File: config.mk
export PLATFORM = sky130hd
export DESIGN_NAME = data_loader_sequencer
export DESIGN_NICKNAME = d
export VERILOG_FILES = /design/src/rtl/data_loader_sequencer.sv
export SDC_FILE = /design/constraint.sdc
export NUM_CORES = 1
export LEC_CHECK = 0
export CAP_MARGIN = 20
export CORE_UTILIZATION = 40
export DETAILED_ROUTE_END_ITERATION = 12
export GPL_ROUTABILITY_DRIVEN = 1
export HOLD_SLACK_MARGIN = 0.03
export PLACE_DENSITY_LB_ADDON = 0.1
export SLEW_MARGIN = 20
export SYNTH_ARGS = -nofsm -noshare
export SYNTH_HDL_FRONTEND = slang
export SYNTH_SLANG_ARGS = --single-unit
File: constraint.sdc
create_clock -name clk -period 2.3 [get_ports clk]
set_input_delay 0.46 -clock clk [delete_from_list [all_inputs] [get_ports clk]]
set_output_delay 0.46 -clock clk [all_outputs]
set_load 0.02 [all_outputs]
File: src/rtl/data_loader_sequencer.sv
// Frame sequencer for the sample bank and averager: loads N samples, averages them,
// then streams the average followed by every stored sample to the consumer.
module data_loader_sequencer #(
   parameter int N_SAMPLES = 150,
   parameter int IDX_W     = 8
) (
   input  logic             clk,
   input  logic             reset,
   input  logic             start,
   input  logic             in_valid,
   output logic             in_ready,
   output logic [IDX_W-1:0] register_load_select,
   output logic             load_en,
   output logic [IDX_W-1:0] output_select,
   output logic             reset_avg,
   output logic             load_avg,
   output logic             select,
   output logic             out_valid,
   input  logic             out_ready,
   output logic             enable_coefficient_calculator_module,
   output logic             busy,
   output logic             done
);

   if (N_SAMPLES < 2 || (2 ** IDX_W) < N_SAMPLES) begin : g_bad_params
      $error("data_loader_sequencer: N_SAMPLES must be >= 2 and fit in IDX_W bits");
   end

   typedef enum logic [2:0] {
      IDLE,
      LOAD,
      AVG_INIT,
      AVG,
      SEND_AVG,
      SEND_DATA
   } state_t;

   localparam logic [IDX_W-1:0] LAST = IDX_W'(N_SAMPLES - 1);
   localparam logic [IDX_W-1:0] ONE  = IDX_W'(1);

   state_t           state;
   state_t           next_state;
   logic [IDX_W-1:0] cnt;
   logic [IDX_W-1:0] next_cnt;

   always_ff @(posedge clk or negedge reset) begin
      if (!reset) begin
         state <= IDLE;
         cnt   <= '0;
      end else begin
         state <= next_state;
         cnt   <= next_cnt;
      end
   end

   // In SEND_AVG cnt moves to 1 on a stall so the coefficient pulse stays one cycle wide.
   always_comb begin
      next_state = state;
      next_cnt   = cnt;
      case (state)
         IDLE: begin
            next_cnt = '0;
            if (start) begin
               next_state = LOAD;
            end
         end
         LOAD: begin
            if (in_valid) begin
               if (cnt == LAST) begin
                  next_state = AVG_INIT;
                  next_cnt   = '0;
               end else begin
                  next_cnt = cnt + ONE;
               end
            end
         end
         AVG_INIT: begin
            next_state = AVG;
            next_cnt   = '0;
         end
         AVG: begin
            if (cnt == LAST) begin
               next_state = SEND_AVG;
               next_cnt   = '0;
            end else begin
               next_cnt = cnt + ONE;
            end
         end
         SEND_AVG: begin
            if (out_ready) begin
               next_state = SEND_DATA;
               next_cnt   = '0;
            end else begin
               next_cnt = ONE;
            end
         end
         SEND_DATA: begin
            if (out_ready) begin
               if (cnt == LAST) begin
                  next_state = IDLE;
                  next_cnt   = '0;
               end else begin
                  next_cnt = cnt + ONE;
               end
            end
         end
         default: begin
            next_state = IDLE;
            next_cnt   = '0;
         end
      endcase
   end

   always_comb begin
      in_ready                             = 1'b0;
      register_load_select                 = '0;
      load_en                              = 1'b0;
      output_select                        = '0;
      reset_avg                            = 1'b0;
      load_avg                             = 1'b0;
      select                               = 1'b0;
      out_valid                            = 1'b0;
      enable_coefficient_calculator_module = 1'b0;
      busy                                 = (state != IDLE);
      done                                 = 1'b0;
      case (state)
         LOAD: begin
            in_ready             = 1'b1;
            register_load_select = cnt;
            load_en              = in_valid;
         end
         AVG_INIT: begin
            reset_avg = 1'b1;
         end
         AVG: begin
            load_avg      = 1'b1;
            output_select = cnt;
         end
         SEND_AVG: begin
            select                               = 1'b1;
            out_valid                            = 1'b1;
            enable_coefficient_calculator_module = (cnt == '0);
         end
         SEND_DATA: begin
            out_valid     = 1'b1;
            output_select = cnt;
            done          = out_ready && (cnt == LAST);
         end
         default: begin
            busy = 1'b0;
         end
      endcase
   end

endmodule

* Word level (Yosys, flattened, before mapping)
Index checks and enable logic that the tools add are counted.
** Storage, ports and cells
- Register bits after elaboration :: 11
- Input port bits :: 5
- Output and inout bits :: 25
- Word-level logic and storage cells :: 49
** Operators by class
- Add/sub/neg operators :: 1
- Eq/ne operators :: 13
- Multiplexer cells :: 24
- Reduce and logical (&&, ||, !) cells :: 9
** Operators by type and width (count)
- two-way mux 8 bit :: 5
- one-hot mux 8 bit (4 select lines) :: 1
- two-way mux 3 bit :: 7
- one-hot mux 3 bit (6 select lines) :: 1
- != test 2 bit (second input constant) :: 7
- two-way mux 1 bit :: 10
- adder 8 x 1 -> 8 bit (second input constant) :: 1
- equality test 8 bit (second input constant) :: 1
- zero test 8 bit :: 1
- AND reduction 7 bit :: 1
- equality test 3 x 2 -> 1 bit (second input constant) :: 2
- equality test 3 bit (second input constant) :: 2
- OR reduction 5 bit :: 1
- OR reduction 2 bit :: 2
- equality test 3 x 1 -> 1 bit (second input constant) :: 1
- zero test 3 bit :: 1
- nonzero test 3 bit :: 1
- AND reduction 2 bit :: 1
- logical AND 1 bit :: 1

* Longest topological paths before layout
Gate-level depths: netlist of run 1.
- Depth in word-level cells :: 4
- Gate-level depth with buffers :: 7
- Gate-level depth less buffers :: 6

* Worst setup path after synthesis of run 1
OpenSTA, ideal clock, no wires.
- Kind :: flip-flop to output port
- Start :: register state[2]
- End :: output port load_en
- Data arrival time :: 1.677 ns
- Required time :: 1.840 ns
- Path slack :: 0.163 ns
- Stages on the path, launching flop included :: 4
- Buffers on the path :: 1
- Cells stage by stage :: dfrtp_1 clkbuf_1 nor3_1 and2_1
** On the way
- Longest elaborated chain between the ends :: 2
** Ends and longest elaborated chain
- from (decl) :: RTL line 41 : state_t state;
- from (signal assigned) :: RTL line 51 : state <= next_state;
- equality test 3 x 1 -> 1 bit :: RTL line 126 : case (state)
- two-way mux 1 bit :: RTL line 126
- to (decl) :: RTL line 13 : output logic load_en,
Every way passes these cells.

* Final worst setup path of run 1
- Start :: register cnt[1]
- End :: output port done
** On the way
- Longest elaborated chain between the ends :: 3
** Ends and longest elaborated chain
- from (decl) :: RTL line 43 : logic [IDX_W-1:0] cnt;
- from (signal assigned) :: RTL line 52 : cnt <= next_cnt;
- equality test 8 bit :: RTL line 147 : done = out_ready && (cnt == LAST);
- logical AND 1 bit :: RTL line 147
- two-way mux 1 bit :: RTL line 126
- to (decl) :: RTL line 22 : output logic done
Every way passes these cells.

==> results of run 1 <==
## layout by cell type, fill, tap and decap left out, types with 2 or more instances in the layout
cell type,n
nor3_1,3
xnor2_1,4
clkdlybuf4s50_1,9
nand2b_1,2
and2_1,16
buf_4,11
nand3_1,6
ha_1,3
clkbuf_4,3
dfrtp_1,11
dlygate4sd2_1,17
a21oi_1,8
nand2_1,4
o31ai_1,3
inv_1,5
dlymetal6s2s_1,3
nor4_1,3
nor2_1,10
## layer usage
metal	routed length, um	vias to the layer above
met5	0	-
met3	148	6
met2	1020	41
met1	1100	399
met4	38	0
li1	-	436
## final timing paths
| path | slack, ps | startpoint | cells after the start | endpoint |
|---|---|---|---|---|
| worst min-delay path | 520 | reset | 1 | state[2] |
| worst min register to register | 630 | cnt[0] | 2 | cnt[0] |
| min in group clk | 630 | cnt[0] | 2 | cnt[0] |
| worst max register to register | 370 | state[2] | 5 | cnt[6] |
| worst max-delay path | 120 | cnt[1] | 6 | done |
| max in group asynchronous | 1420 | reset | 1 | cnt[4] |
## cell type report
class | instances | area share
Multi-Input combinational cell | 81 | 0.424
Timing Repair Buffer | 40 | 0.290
Sequential cell | 11 | 0.222
Tap cell | 27 | 0.0273
Clock buffer | 4 | 0.0212
Inverter | 5 | 0.0152
## stage by stage
stage	setup slack, ps	hold slack, ps
after CTS	22.4	532
after global routing	14.9	574
after global placement	91.5	600
after detailed placement	76.7	614
after floorplan	163	164
final	118	522
## flip-flops by register name (all words and copies together) (netlist names)
name / flops
state: 3
cnt: 8
## timing repair
item,in CTS,in global routing
resized for setup,17,4
endpoints found under the setup margin,17,4
gates cloned,0,0
## cell families after synthesis
kind of cell               Yosys count
DFF                                 11
and+or+nand+nor                     54
buffers and inverters               10
xor gates and xnor gates             4
AOI/OAI and AO/OA                   19
muxes                                1
adders and majority gates            3
## power by group
part / internal, W / switching [W]
Combinational: 0.000201 / 0.000247
Sequential: 0.000241 / 0.0000479
Clock: 0.0000673 / 0.0000742
==> impl_metrics.py, run 1 <==
metrics = {
    "final_layout": {
        "multi_input_area_sq_um": 524,
        "area_growth_pct": 48.5,
        "design_area_sq_um": 1240,
        "layout-drive-gt1-share": 0.135,
        "regArea_sq_um": 275,
        "fill_cells": 182,
        "diodes": 0,
        "fin_cells": 168,
        "fin_util": 0.631,
        "fin_nets": 150,
    },
    "placement": {
        "hpwl_mm": 1.75,
        "gp_congestion": 0.800,
        "place_inst": 164,
        "placed_area_sq_um": 1220,
        "port_buffers": 29,
    },
    "drt": {
        "drc": 0,
        "first_pass_iters": 4,
        "wl_per_cell_um": 13.7,
        "drt_iter0_drc": 31,
        "vias": 882,
        "totalWireLength_mm": 2.30,
        "antenna_left": 0,
        "avgViaCountPerCell": 5.25,
    },
    "critical_path": {
        "critPathTopFamily": "buffers and inverters",
        "crit_fanout": 4,
        "worstSetupEndpointType": "primary output",
        "crit_buf_inv": 2,
        "path_class": "register to primary output",
        "worst_setup_path_start_kind": "register",
        "path_cells": "inv_1, ha_1, and4_1, nand3_1, nor2_1, dlygate4sd2_1",
        "max_stage_delay_ps": 380,
        "cpMaxStageDelayCell": "dfrtp_1",
        "cp.required_ps": 1840,
        "critPathArrivalTime_ps": 1720,
    },
    "grt": {
        "use_met3": 0.0226,
        "global_route.usage.total": 0.223,
        "grt_max_degree": 12,
        "busiest_layer": "met2",
        "grt_use_met1": 0.329,
        "antenna_found_initial": 0,
        "grt_pass1_wl_mm": 3.45,
        "globalRouteOverflowTotal": 0,
        "grt_use_met2": 0.334,
        "first_global_vias": 739,
    },
    "logic_synthesis": {
        "syn_area_sq_um": 833,
        "synthArstFlopShare": 1.00,
        "yosys_warnings": 0,
        "avgSynthCellArea_sq_um": 8.17,
        "synth_cells": 102,
        "synth_area_leaders": "dfrtp_1 (33%), and2_1 (12%), a21oi_1 (4.8%)",
        "ys.flop_type": "dfrtp_1",
        "ys_types": 34,
        "synth_compound_area_frac": 0.152,
        "synthXorXnorAreaFrac": 0.0420,
        "yosys.area_share.simple": 0.371,
        "synth_edf_count": 0,
        "synthMuxAreaShare": 0.0120,
        "synthAdderAreaFrac": 0.0450,
        "ys_seq_area_frac": 0.330,
        "yosysTopAreaCellShare": 0.330,
        "synth_top_cell_by_area": "dfrtp_1",
        "synth_nets": 110,
        "ys_seq_elements": 11,
        "synth_top_family_by_area": "simple AND/OR/NAND/NOR gates",
        "yosysMostFrequentCell": "and2_1",
        "synth_commonest_cells": "and2_1 (16), dfrtp_1 (11), nor2_1 (10)",
    },
    "timing": {
        "finalSetupViolations": 0,
        "report.final.hold_viol_count": 0,
        "period_share": 0.949,
        "rsz0062_at_grt": "false",
        "skew_ps": 6.72,
        "tns_ps": 0,
        "timing.fmax_ghz": 0.458,
        "final_max_slew_viol_count": 0,
        "post-route-min-period_ps": 2180,
        "max_slew_margin": 0.552,
        "worst_slew_pin_slew_ps": 654,
    },
    "clock_network": {
        "cts_made_buffers": 3,
        "cts-htree-levels": 1,
        "clk_pin_slew_ps": 80,
        "clock_sinks": 11,
        "post_cts_buffers": 0,
        "ctsHoldBuffers": 0,
        "clock_latency_ps": 280,
        "clock-root-buffer": "clkbuf_4",
        "cts_max_path_buffers": 2,
        "cts_tree": "built",
    },
    "hold_path": {
        "min_path_type": "primary input to async pin",
    },
    "floorplan": {
        "top_level_ports": 30,
        "die_x_um": 47.6,
        "core_sq_um": 1960,
        "start_util": 0.425,
        "fp-row-count": 16,
        "die-area_sq_um": 2270,
        "die_h_um": 47.6,
    },
    "power_and_ir_drop": {
        "p_per_area_nw_per_um2": 711,
        "p_total_w": 0.000879,
        "ir_drop_mv": 0.633,
        "leakagePower_nw": 0.610,
    },
    "job": {
        "maxCapViolations": 0,
    },
    "status": {
        "outcome": "completed",
    },
}
Note: power is estimated with default switching activity, not from simulation.
==> inputs of run 2 (changes only) <==
--- a/config.mk
+++ b/config.mk
@@ -6,7 +6,7 @@
 export NUM_CORES = 1
 export LEC_CHECK = 0
 export CAP_MARGIN = 20
-export CORE_UTILIZATION = 40
+export CORE_UTILIZATION = 43
 export DETAILED_ROUTE_END_ITERATION = 12
 export GPL_ROUTABILITY_DRIVEN = 1
 export HOLD_SLACK_MARGIN = 0.03
@@ -15,3 +15,4 @@
 export SYNTH_ARGS = -nofsm -noshare
 export SYNTH_HDL_FRONTEND = slang
 export SYNTH_SLANG_ARGS = --single-unit
+export TNS_END_PERCENT = 1
==> run 2 against run 1 <==
  * Power rose by 1.9%
  * Setup slack got worse by 200 ps
  * Largest power group unchanged
  * Hold slack worse by 1.4 ps
  * Cell area rose by 4.7%
  * Clock power fell by 6%
  * Die area decreased by 6.7%
  * Register-to-register slack gained 90 ps
  * The flow now finishes with violations (setup timing)
  * Critical path type unchanged
==> impl_metrics.py, run 2 (synthesis results as in run 1) <==
metrics = {
    "status": {
        "outcome": "finished, violations left",
        "violations": "setup timing",
    },
    "critical_path": {
        "worst_setup_path_start_kind": "register",
        "cpMaxStageDelayCell": "clkdlybuf4s50_1",
        "cp-endpoint": "output_select[2]",
        "crit_buf_inv": 1,
        "critPathTopFamily": "buffers and inverters",
        "rr_worst_depth": 5,
        "crit_fanout": 8,
        "path_cells": "nand2b_1, a21oi_4, and2_1, clkdlybuf4s50_1",
        "cp_num_cells": 4,
        "r2r-end": "cnt[6]",
        "max_stage_delay_ps": 600,
        "startpoint": "state[2]",
        "critPathArrivalTime_ps": 1920,
        "rrSetupSlack_ps": 460,
        "cp.required_ps": 1840,
        "worstSetupEndpointType": "primary output",
        "path_class": "register to primary output",
        "r2r_start": "state[2]",
    },
    "final_layout": {
        "regArea_sq_um": 275,
        "layout-drive-gt1-share": 0.143,
        "largest_reg_flops": 8,
        "regMostFlops": "cnt",
        "reg.largest.list": "cnt: 8 flops, state: 3 flops",
        "area_growth_pct": 55.4,
        "final_cell_mix": "and2_1 (16), dlymetal6s2s_1 (16), dfrtp_1 (11), clkdlybuf4s50_1 (11)",
        "multi_input_area_sq_um": 541,
        "fill_cells": 143,
        "fin_nets": 149,
        "diodes": 0,
    },
    "clock_network": {
        "clock-root-buffer": "clkbuf_4",
        "cts_made_buffers": 3,
        "ctsHoldBuffers": 0,
        "clock_sinks": 11,
        "clk_pin_slew_ps": 70,
        "clock_latency_ps": 280,
        "cts_tree": "built",
        "cts_max_path_buffers": 2,
        "cts-htree-levels": 1,
    },
    "timing": {
        "timing.fmax_ghz": 0.420,
        "holdWs_ps": 521,
        "finalSetupViolations": 1,
        "worst_slew_pin_slew_ps": 533,
        "final_max_slew_viol_count": 0,
        "max_slew_margin": 0.634,
        "post-route-min-period_ps": 2380,
        "rsz0062_at_grt": "true",
        "period_share": 1.04,
        "skew_ps": 3.67,
        "tns_ps": -82.3,
        "report.final.hold_viol_count": 0,
        "fin_ws_ps": -82.3,
    },
    "grt": {
        "global_route.usage.total": 0.234,
        "grt_pass1_wl_mm": 3.48,
        "first_global_vias": 781,
        "grt_max_degree": 12,
        "antenna_found_initial": 0,
        "globalRouteOverflowTotal": 0,
    },
    "drt": {
        "antenna_left": 0,
        "first_pass_iters": 4,
        "vias": 889,
        "drt_iter0_drc": 7,
        "wl_per_cell_um": 14.0,
        "drc": 0,
        "avgViaCountPerCell": 5.39,
        "totalWireLength_mm": 2.30,
    },
    "placement": {
        "port_buffers": 29,
        "hpwl_mm": 1.66,
        "gp_congestion": 0.878,
    },
    "power_and_ir_drop": {
        "leakagePower_nw": 0.762,
        "ir_drop_mv": 0.447,
        "p_per_area_nw_per_um2": 692,
    },
    "floorplan": {
        "fp-row-count": 15,
        "start_util": 0.472,
        "die_h_um": 46.0,
        "top_level_ports": 30,
        "die_x_um": 46.0,
        "die-area_sq_um": 2120,
        "core_sq_um": 1760,
    },
    "hold_path": {
        "min_path_type": "primary input to async pin",
    },
    "job": {
        "maxCapViolations": 0,
    },
}
## run 2: area by class of cell
cell class	count	share of cell area
clock buffers	4	0.0203
inverters	5	0.0145
multi-input cells	81	0.417
flip-flops and latches	11	0.213
well taps	25	0.0242
repair buffers	39	0.311
## run 2: worst min-delay path by stage
stage,endpoint,slack (ps),cells after the start
2_1_floorplan,cnt[0],160,0
3_3_place_gp,cnt[7],620,2
3_5_place_dp,cnt[1],620,2
4_1_cts,state[2],540,1
5_1_grt,cnt[3],560,1
6_report,state[2],520,1
## run 2: worst register-to-register path: cells and delay by family, from the launching register on
| kind | cells | cell delay [ps] |
|---|---|---|
| compound gates | 1 | 160 |
| buf+inv | 1 | 210 |
| flops | 1 | 420 |
| mux | 1 | 500 |
| simple gates | 2 | 460 |
## run 2: what timing repair did
action                                  in CTS  in global routing
endpoints found under the setup margin      16                 18
resized for setup                            4                 18
setup buffers                                0                  0
endpoints found under the hold margin        0                  0
pin swaps                                    0                  0
## run 2: metal layers
metal  GRT usage  routed length, um  vias up  share of wire
met5           0                  0        -              0
met4      0.0765                 38        0          0.017
met3      0.0675                128        4          0.056
met2       0.377               1110       32           0.48
met1       0.299               1030      416           0.45
li1            -                  -      437              -
## run 2: through the flow
step                      utilization  cells  power (W)  worst slack, ps  cell area (sq um)
after floorplan                     -    102   0.000551              163                833
after global routing            0.734    165   0.000954             -211               1290
after detailed placement        0.685    161   0.000761             77.1               1210
after CTS                       0.704    165   0.000907             -113               1240
final                           0.734    165   0.000896            -82.3               1290
after global placement          0.685    161   0.000750              102               1210
## run 2: power breakdown
group          switching, W  internal, W
Sequential        0.0000621     0.000241
Combinational      0.000232     0.000227
Clock             0.0000669    0.0000674
Total              0.000361     0.000536
